[src/rtl/fetch_pc_unit_pkg.sv]
// Shared definitions for the fetch PC unit: state encoding, PC step and reset default.
package fetch_pc_unit_pkg;

    typedef enum logic [1:0] {
        StIdle   = 2'd0,
        StRun    = 2'd1,
        StHalted = 2'd2
    } fetch_state_e;

    localparam logic [31:0] PC_STEP          = 32'd4;
    localparam logic [31:0] DEFAULT_RESET_PC = 32'h0000_0000;

endpackage

[src/rtl/yMux.sv]
// Generic SIZE-bit 2:1 mux: z = c ? b : a.
module yMux #(
    parameter int unsigned SIZE = 32
) (
    output logic [SIZE-1:0] z,
    input  logic [SIZE-1:0] a,
    input  logic [SIZE-1:0] b,
    input  logic            c
);

    assign z = c ? b : a;

endmodule

[src/rtl/fetch_pc_unit.sv]
// Fetch PC generator: IDLE/RUN/HALTED handshake FSM with jump > branch > sequential selection.
module fetch_pc_unit
    import fetch_pc_unit_pkg::*;
#(
    parameter logic [31:0] RESET_PC = DEFAULT_RESET_PC,
    parameter int unsigned SIZE     = 32
) (
    input  logic            clk,
    input  logic            rst,
    input  logic            ready_in,
    input  logic            jump,
    input  logic [SIZE-1:0] jump_tgt,
    input  logic            branch_take,
    input  logic [SIZE-1:0] branch_off,
    input  logic            halt,
    output logic [SIZE-1:0] pc_out,
    output logic [SIZE-1:0] pc4_out,
    output logic            valid_out,
    output logic            halted,
    output logic [15:0]     fetch_cnt
);

    localparam logic [SIZE-1:0] ALIGN_MASK = {{(SIZE-2){1'b1}}, 2'b00};

    fetch_state_e    state_q, state_d;
    logic [SIZE-1:0] pc_q, pc_d;
    logic [15:0]     cnt_q, cnt_d;
    logic            fire;
    logic [SIZE-1:0] seq_pc, br_pc, seq_or_br, sel_pc, next_pc;

    assign seq_pc = pc_q + SIZE'(PC_STEP);
    assign br_pc  = pc_q + branch_off;

    yMux #(.SIZE(SIZE)) u_mux_branch (
        .z (seq_or_br),
        .a (seq_pc),
        .b (br_pc),
        .c (branch_take)
    );

    yMux #(.SIZE(SIZE)) u_mux_jump (
        .z (sel_pc),
        .a (seq_or_br),
        .b (jump_tgt),
        .c (jump)
    );

    assign next_pc = sel_pc & ALIGN_MASK;
    assign fire    = valid_out & ready_in;

    always_ff @(posedge clk) begin
        if (rst) begin
            state_q <= StIdle;
            pc_q    <= RESET_PC[SIZE-1:0];
            cnt_q   <= '0;
        end else begin
            state_q <= state_d;
            pc_q    <= pc_d;
            cnt_q   <= cnt_d;
        end
    end

    always_comb begin
        state_d = state_q;
        pc_d    = pc_q;
        cnt_d   = cnt_q;
        unique case (state_q)
            StIdle: state_d = StRun;
            StRun: begin
                if (fire) begin
                    // Halt wins over any redirect and freezes the PC on the accepted address.
                    if (halt) state_d = StHalted;
                    else      pc_d    = next_pc;
                end
            end
            StHalted: state_d = StHalted;
            default:  state_d = StIdle;
        endcase
        if (fire && cnt_q != 16'hFFFF) cnt_d = cnt_q + 16'd1;
    end

    always_comb begin
        valid_out = (state_q == StRun);
        halted    = (state_q == StHalted);
        pc_out    = pc_q;
        pc4_out   = pc_q + SIZE'(PC_STEP);
        fetch_cnt = cnt_q;
    end

endmodule
[config.mk]
export PLATFORM = sky130hd
export DESIGN_NAME = fetch_pc_unit
export DESIGN_NICKNAME = d
export VERILOG_FILES = /design/src/rtl/fetch_pc_unit_pkg.sv /design/src/rtl/yMux.sv /design/src/rtl/fetch_pc_unit.sv
export SDC_FILE = /design/constraint.sdc
export NUM_CORES = 1
export LEC_CHECK = 0
export ABC_AREA = 1
export CORE_MARGIN = 5
export CORE_UTILIZATION = 45
export CTS_CLUSTER_SIZE = 8
export DETAILED_ROUTE_END_ITERATION = 12
export PLACE_DENSITY = 0.74
export SKIP_CTS_REPAIR_TIMING = 1
export SLEW_MARGIN = 40
export SYNTH_ARGS = -nofsm -noshare
export SYNTH_HDL_FRONTEND = slang
export SYNTH_SLANG_ARGS = --single-unit
[constraint.sdc]
create_clock -name clk -period 2.1 [get_ports clk]
set_input_delay 0.21 -clock clk [delete_from_list [all_inputs] [get_ports clk]]
set_output_delay 0.21 -clock clk [all_outputs]
set_load 0.02 [all_outputs]
==> results of run 1 <==
-- kinds of logic after synthesis --
| kind of cell | after synthesis |
|---|---|
| other | 1 |
| adders and majority gates | 35 |
| and+or+nand+nor | 542 |
| DFF | 48 |
| buffers and inverters | 186 |
| xor gates and xnor gates | 25 |
| AOI/OAI and AO/OA | 169 |
-- layout by cell type, fill, tap and decap left out, types with 3 or more instances in the layout --
| master | count |
|---|---|
| nand3_1 | 66 |
| nand3b_1 | 6 |
| or2_2 | 3 |
| clkbuf_16 | 5 |
| a21oi_2 | 6 |
| nor3_4 | 5 |
| o21bai_1 | 4 |
| ha_4 | 14 |
| dfxtp_2 | 13 |
| nor3_2 | 4 |
| conb_1 | 4 |
| dfxtp_1 | 33 |
| nor2_1 | 63 |
| xor2_1 | 11 |
| nand3_2 | 11 |
| nand2_1 | 304 |
| inv_1 | 154 |
| ha_2 | 3 |
| o21ai_1 | 6 |
| clkdlybuf4s50_1 | 115 |
| xnor2_1 | 12 |
| buf_4 | 116 |
| o211ai_1 | 9 |
| nor3_1 | 8 |
| nor2_4 | 6 |
| ha_1 | 17 |
| nor2_2 | 18 |
| nand2_2 | 24 |
| a21oi_1 | 90 |
| nand4_1 | 14 |
| clkbuf_2 | 14 |
| buf_12 | 4 |
| o21ai_0 | 48 |
| inv_2 | 4 |
| dlymetal6s2s_1 | 14 |
-- worst max path at each step --
stage | from | to | slack, ns | cells past startpoint
2_1_floorplan | pc_out[2] | pc_out[18] | 0.005 | 9
3_5_place_dp | branch_off[2] | pc_out[26] | -0.17 | 15
4_1_cts | pc_out[9] | pc4_out[22] | -0.45 | 8
3_3_place_gp | branch_off[2] | pc_out[22] | -0.14 | 13
5_1_grt | pc_out[13] | pc_out[26] | -0.05 | 14
6_report | pc_out[12] | pc4_out[19] | 0.09 | 8
-- cell type report --
cell class	count	area share [%]
Sequential cell	48	11.4
Timing Repair Buffer	263	27.1
Multi-Input combinational cell	775	50.5
Tap cell	168	2.43
Inverter	160	6.95
Clock buffer	5	1.44
Clock inverter	3	0.274
-- through the flow --
stage / TNS, ns / util (%) / hold WS [ns] / std cells / setup slack (ns)
after floorplan: 0 / - / 0.279 / 1009 / 0.00463
after global placement: -2.57 / 66.8 / 0.454 / 1413 / -0.136
after detailed placement: -2.97 / 66.8 / 0.470 / 1413 / -0.173
after CTS: -8.83 / 68.0 / 0.475 / 1421 / -0.453
after global routing: -0.235 / 71.5 / 0.507 / 1422 / -0.0453
final: 0 / 71.5 / 0.474 / 1422 / 0.0870
-- power groups by stage --
stage / sequential, mW / clock, mW / combinational (mW)
after floorplan: 1.27 / 0 / 1.27
after global placement: 1.16 / 0 / 2.59
after detailed placement: 1.17 / 0 / 2.61
after CTS: 1.15 / 0.847 / 2.63
after global routing: 1.18 / 0.879 / 3.05
final: 1.16 / 0.840 / 2.81
-- synthesized netlist by cell type, types with 3 or more instances --
master / instances / area share [%]
nor3_1: 12 / 1.1
a21oi_1: 94 / 8.4
dfxtp_1: 48 / 17
inv_2: 4 / 0.27
nand3b_1: 6 / 0.80
nand2_1: 323 / 22
o21ai_0: 50 / 4.5
nand3_1: 74 / 6.6
clkbuf_1: 19 / 1.3
ha_1: 34 / 7.6
or2_2: 3 / 0.33
xor2_1: 12 / 1.9
nor3_4: 3 / 0.87
buf_4: 5 / 0.67
xnor2_1: 12 / 1.9
nand3_2: 5 / 0.89
inv_1: 154 / 10
nand2_2: 6 / 0.67
nand4_1: 14 / 1.6
o21ai_1: 4 / 0.36
o211ai_1: 9 / 1.2
nor2_1: 81 / 5.4
nor2_2: 5 / 0.56
o21bai_1: 5 / 0.67
-- layer usage --
| layer | routed length [um] | global-route usage (%) |
|---|---|---|
| met1 | 9850 | 38.5 |
| met2 | 9670 | 44.2 |
| met3 | 1480 | 3.71 |
| met4 | 901 | 11.7 |
| met5 | 0 | 0 |
-- registers in the layout, summed over array words and instances (netlist names) --
register	flops
pc_out	30
fetch_cnt	16
state_q	2
-- worst register-to-register path, stage by stage, from the launching register on --
cell and delay [ns]:
dfxtp_4 0.36, buf_4 0.15, ha_4 0.22, nand2_2 0.10, inv_1 0.05, nand2_1 0.06, nand2_1 0.07, nand3b_1 0.27
buf_4 0.21, xor2_2 0.15, o21ai_1 0.15, a21oi_1 0.10
==> qor.yml, run 1 <==
run_status:
  outcome: "finished, final reports clean"
worst_setup_path:
  arrival_ns: 1.80
  crit_path_end_kind: "primary output"
  critPathTopFamily: "simple AND/OR/NAND/NOR gates"
  worstPathMaxFanout: 5
  critPathMaxStageDelay_ns: 0.37
  crit_buf_inv: 1
  regToRegEndpoint: "pc_out[11]"
  critPathKind: "flop to primary output"
  regToRegSetupSlack_ns: 0.09
  slowest_stage: "dfxtp_2"
  cp_cell_sequence: "nand2_2 > nor3_4 > nand2_2 > nor2_1 > nand2_1 > or2_1 > nand2_1 > clkbuf_2"
  r2r-start: "pc_out[10]"
  worst-r2r-cell-count: 11
  startpoint_type: "flop"
  required_ns: 1.89
routing:
  ant_nets: 0
  wire_per_inst_um: 15.4
  vias_per_cell: 5.16
  dr.pass1.iters: 6
  drc: 0
  via_count: 7333
  first_iter_violations: 694
  wl_mm: 21.9
finish:
  regArea_um2: 985
  fin_nets: 1358
  area_delta_synth_final_pct: 54.4
  layout-drive-gt1-share_pct: 21.3
  antenna_cells: 0
  multi_input_area_um2: 4370
  n_fill_cell: 1086
  fin_area_um2: 8660
yosys:
  synthCells: 1006
  synth_seq_cells: 48
  synthesis.area_um2: 5610
  synth_top_family_by_area: "simple AND/OR/NAND/NOR gates"
  async_flop_share_pct: 0
  synth-main-ff-cell: "dfxtp_1"
  yosys_warnings: 0
  synth_edf_count: 0
  synth_fa_ha_area_share_pct: 7.94
  synthMuxAreaShare_pct: 0
  yosysUniqueCellTypes: 42
  synth-compound-area-share_pct: 16.0
  syn_avg_cell_area_um2: 5.58
  synth_xor_area_share_pct: 4.04
  ys_seq_area_share_pct: 17.1
  synthSimpleGateAreaFrac_pct: 41.9
sta:
  rsz0062_at_grt: "yes"
  setup_viol: 0
  finalCritPeriodShare_pct: 95.9
  skew_ns: 0.00607
  hold_violations: 0
  min_period_ns: 2.01
  maxSlewViolCount: 0
  max_clock_freq_ghz: 0.497
pwr:
  comb_power_share_pct: 58.4
  p_seq_share_pct: 24.2
  switchingPower_mw: 2.10
  total_power_mw: 4.81
  p_leak_nw: 4.46
  p_int_mw: 2.71
  power_density_nw_per_um2: 555
  clockPowerShare_pct: 17.5
  ir_drop_v: 0.000378
  sw_frac_of_total_pct: 43.6
clocking:
  clk_pin_slew_worst_paths_ns: 0.07
  h-tree-depth: 2
  clock_sinks: 48
  cts_buffer_depth: 2
  cts_tree: "yes"
  clk_latency_ns: 0.30
  clockRootBuffer: "clkbuf_16"
  cts-buffers-inserted: 5
die:
  start_util_pct: 46.3
  num_io_pins: 152
  design.core.area_um2: 12100
  die_w_um: 122
  chipHeight_um: 122
  fp.dieArea_um2: 14800
  rows: 40
global_routing:
  track_usage_pct: 28.0
  antenna_found_initial: 0
  grt_pass1_wl_mm: 33.0
  grt_overflow: 0
  grt_pass1_vias: 6612
  grt_max_degree: 33
flow_run:
  cap_viol_max_count: 0
placement:
  port_buffers: 143
  dp_hpwl_mm: 17.2
  detailed_place.area_um2: 8090
  gp_congestion: 0.960
worst_hold_path:
  hp-class: "flop to flop"
  worstHoldPathCells: 2
  min-delay-start: "fetch_cnt[15]"
  hold_path_end: "fetch_cnt[15]"
No activity file was read; power rests on OpenSTA's default activity.
==> run 2: changes to the inputs <==
--- a/config.mk
+++ b/config.mk
@@ -6,6 +6,8 @@
 export NUM_CORES = 1
 export LEC_CHECK = 0
 export ABC_AREA = 1
+export CAP_MARGIN = 20
+export CORE_ASPECT_RATIO = 1.5
 export CORE_MARGIN = 5
 export CORE_UTILIZATION = 45
 export CTS_CLUSTER_SIZE = 8
==> qor.yml, run 2 (synthesis gave the netlist of run 1 again) <==
run_status:
  outcome: "finished, final reports clean"  # unchanged
finish:
  antenna_cells: 0  # unchanged
  fin_nets: 1369  # was 1358
  multi_input_area_um2: 4450  # was 4370 um2
  fin_util_pct: 71.3  # was 71.5%
  mostFrequentLayoutCells: "300 x nand2_1, 154 x inv_1, 129 x buf_4"  # was 304 x nand2_1, 154 x inv_1, 116 x buf_4
  largest_reg_flops: 30  # unchanged
  layout-drive-gt1-share_pct: 23.9  # was 21.3%
  final_common_cell: "nand2_1"  # unchanged
  regArea_um2: 988  # was 985 um2
  area_delta_synth_final_pct: 57.3  # was 54.4%
  n_fill_cell: 1066  # was 1086
global_routing:
  antenna_found_initial: 0  # unchanged
  track_usage_pct: 30.2  # was 28.0%
  grt_pass1_vias: 7289  # was 6612
  grt_max_degree: 31  # was 33
  grt_overflow: 0  # unchanged
  grt_pass1_wl_mm: 35.6  # was 33.0 mm
routing:
  ant_nets: 0  # unchanged
  wl_mm: 24.1  # was 21.9 mm
  wire_per_inst_um: 17.0  # was 15.4 um
  via_count: 7605  # was 7333
  drc: 0  # unchanged
  first_iter_violations: 584  # was 694
  dr.pass1.iters: 7  # was 6
  vias_per_cell: 5.35  # was 5.16
worst_setup_path:
  cp_cell_sequence: "ha_1 > nand3_2 > inv_2 > nand2_2 > buf_4 > nor2_1 > nand2_1 > nand2_1 > inv_1 > clkbuf_2"  # was nand2_2 > nor3_4 > nand2_2 > nor2_1 > nand2_1 > or2_1 > nand2_1 > clkbuf_2
  worstPathMaxFanout: 4  # was 5
  crit_buf_inv: 4  # was 1
  startpoint_type: "flop"  # unchanged
  critPathKind: "flop to primary output"  # unchanged
  crit_top_cell: "nand2_1"
  required_ns: 1.89  # about the same
  critPathMaxStageDelay_ns: 0.36  # was 0.37 ns
  arrival_ns: 1.84  # was 1.80 ns
  critPathTopFamily: "simple AND/OR/NAND/NOR gates"  # unchanged
  crit_path_end_kind: "primary output"  # unchanged
  slowest_stage: "dfxtp_2"  # unchanged
pwr:
  p_int_mw: 3.10  # was 2.71 mW
  p_seq_share_pct: 22.0  # was 24.2%
  clockPowerShare_pct: 22.7  # was 17.5%
  ir_drop_v: 0.000543  # was 0.000378 V
  p_leak_nw: 4.44  # was 4.46 nW
  sw_frac_of_total_pct: 41.1  # was 43.6%
  switchingPower_mw: 2.16  # was 2.10 mW
  comb_power_share_pct: 55.3  # was 58.4%
  power_density_nw_per_um2: 597  # was 555 nW/um2
clocking:
  clock_sinks: 48  # unchanged
  clk_latency_ns: 0.30  # about the same
  clk_pin_slew_worst_paths_ns: 0.07  # about the same
  cts_tree: "yes"  # unchanged
  cts_buffer_depth: 2  # unchanged
  clockRootBuffer: "clkbuf_16"  # unchanged
  cts-buffers-inserted: 5  # unchanged
  h-tree-depth: 2  # unchanged
placement:
  port_buffers: 143  # unchanged
  dp_hpwl_mm: 18.5  # was 17.2 mm
  gp_congestion: 0.963  # was 0.960
die:
  chipHeight_um: 147  # was 122 um
  fp.dieArea_um2: 14800  # about the same
  rows: 50  # was 40
  die_w_um: 101  # was 122 um
  num_io_pins: 152  # unchanged
  design.core.area_um2: 12400  # was 12100 um2
  start_util_pct: 45.3  # was 46.3%
sta:
  hold_violations: 0  # unchanged
  rsz0062_at_grt: "yes"  # unchanged
  finalCritPeriodShare_pct: 97.5  # was 95.9%
  max_clock_freq_ghz: 0.488  # was 0.497 GHz
  maxSlewViolCount: 0  # unchanged
  setup_viol: 0  # unchanged
  skew_ns: 0.00876  # was 0.00607 ns
  whs_ns: 0.471  # was 0.474 ns
  min_period_ns: 2.05  # was 2.01 ns
flow_run:
  cap_viol_max_count: 0  # unchanged
worst_hold_path:
  hp-class: "flop to flop"  # unchanged
==> run 2: path summary, 6_finish.rpt <==
path           startpoint           end  slack [ns]  cells past startpoint
max             pc_out[3]   pc4_out[14]        0.05                     10
min          fetch_cnt[4]  fetch_cnt[4]        0.47                      2
max reg2reg    pc_out[24]    pc_out[25]        0.06                     12
min reg2reg  fetch_cnt[4]  fetch_cnt[4]        0.47                      2
==> run 2: power groups by stage <==
| stage | clock network, mW | logic, mW | registers, mW |
|---|---|---|---|
| 6_report | 1.20 | 2.91 | 1.16 |
| 5_1_grt | 1.24 | 3.14 | 1.17 |
| 4_1_cts | 1.20 | 2.68 | 1.14 |
| 3_5_place_dp | 0 | 2.66 | 1.16 |
| 3_3_place_gp | 0 | 2.64 | 1.16 |
| 2_1_floorplan | 0 | 1.27 | 1.27 |
==> run 2: area by class of cell <==
type	count	share of cell area [%]
Sequential cell	48	11.2
Timing Repair Buffer	274	26.9
Clock inverter	3	1.02
Clock buffer	5	1.42
Multi-Input combinational cell	775	50.4
Tap cell	156	2.21
Inverter	160	6.82
==> run 2: worst register-to-register path, delay by kind of cell, from the launching register on <==
family / cells / cell delay, ns
DFF: 1 / 0.38
buffers and inverters: 2 / 0.25
AOI/OAI and AO/OA: 1 / 0.12
adders and majority gates: 1 / 0.29
and+or+nand+nor: 8 / 0.94
==> run 2: routing by layer <==
| metal | up-vias | routed length [um] | track usage [%] | part of all wire, % |
|---|---|---|---|---|
| li1 | 3727 | - | - | - |
| met5 | - | 0 | 0 | 0 |
| met1 | 3420 | 8390 | 33.2 | 35 |
| met2 | 369 | 12500 | 55.3 | 52 |
| met3 | 89 | 1920 | 4.28 | 8.0 |
| met4 | 0 | 1280 | 14.4 | 5.3 |
==> run 2: metrics by stage <==
step | setup WS, ns | setup TNS (ns) | std cells | instance area (um2) | total power, mW
after floorplan | 0.00463 | 0 | 1009 | 5620 | 2.54
after global placement | -0.188 | -3.40 | 1411 | 8110 | 3.80
after detailed placement | -0.215 | -4.15 | 1411 | 8110 | 3.82
after CTS | -0.448 | -9.90 | 1419 | 8330 | 5.03
after global routing | -0.0771 | -0.400 | 1421 | 8830 | 5.55
final | 0.0529 | 0 | 1421 | 8830 | 5.27
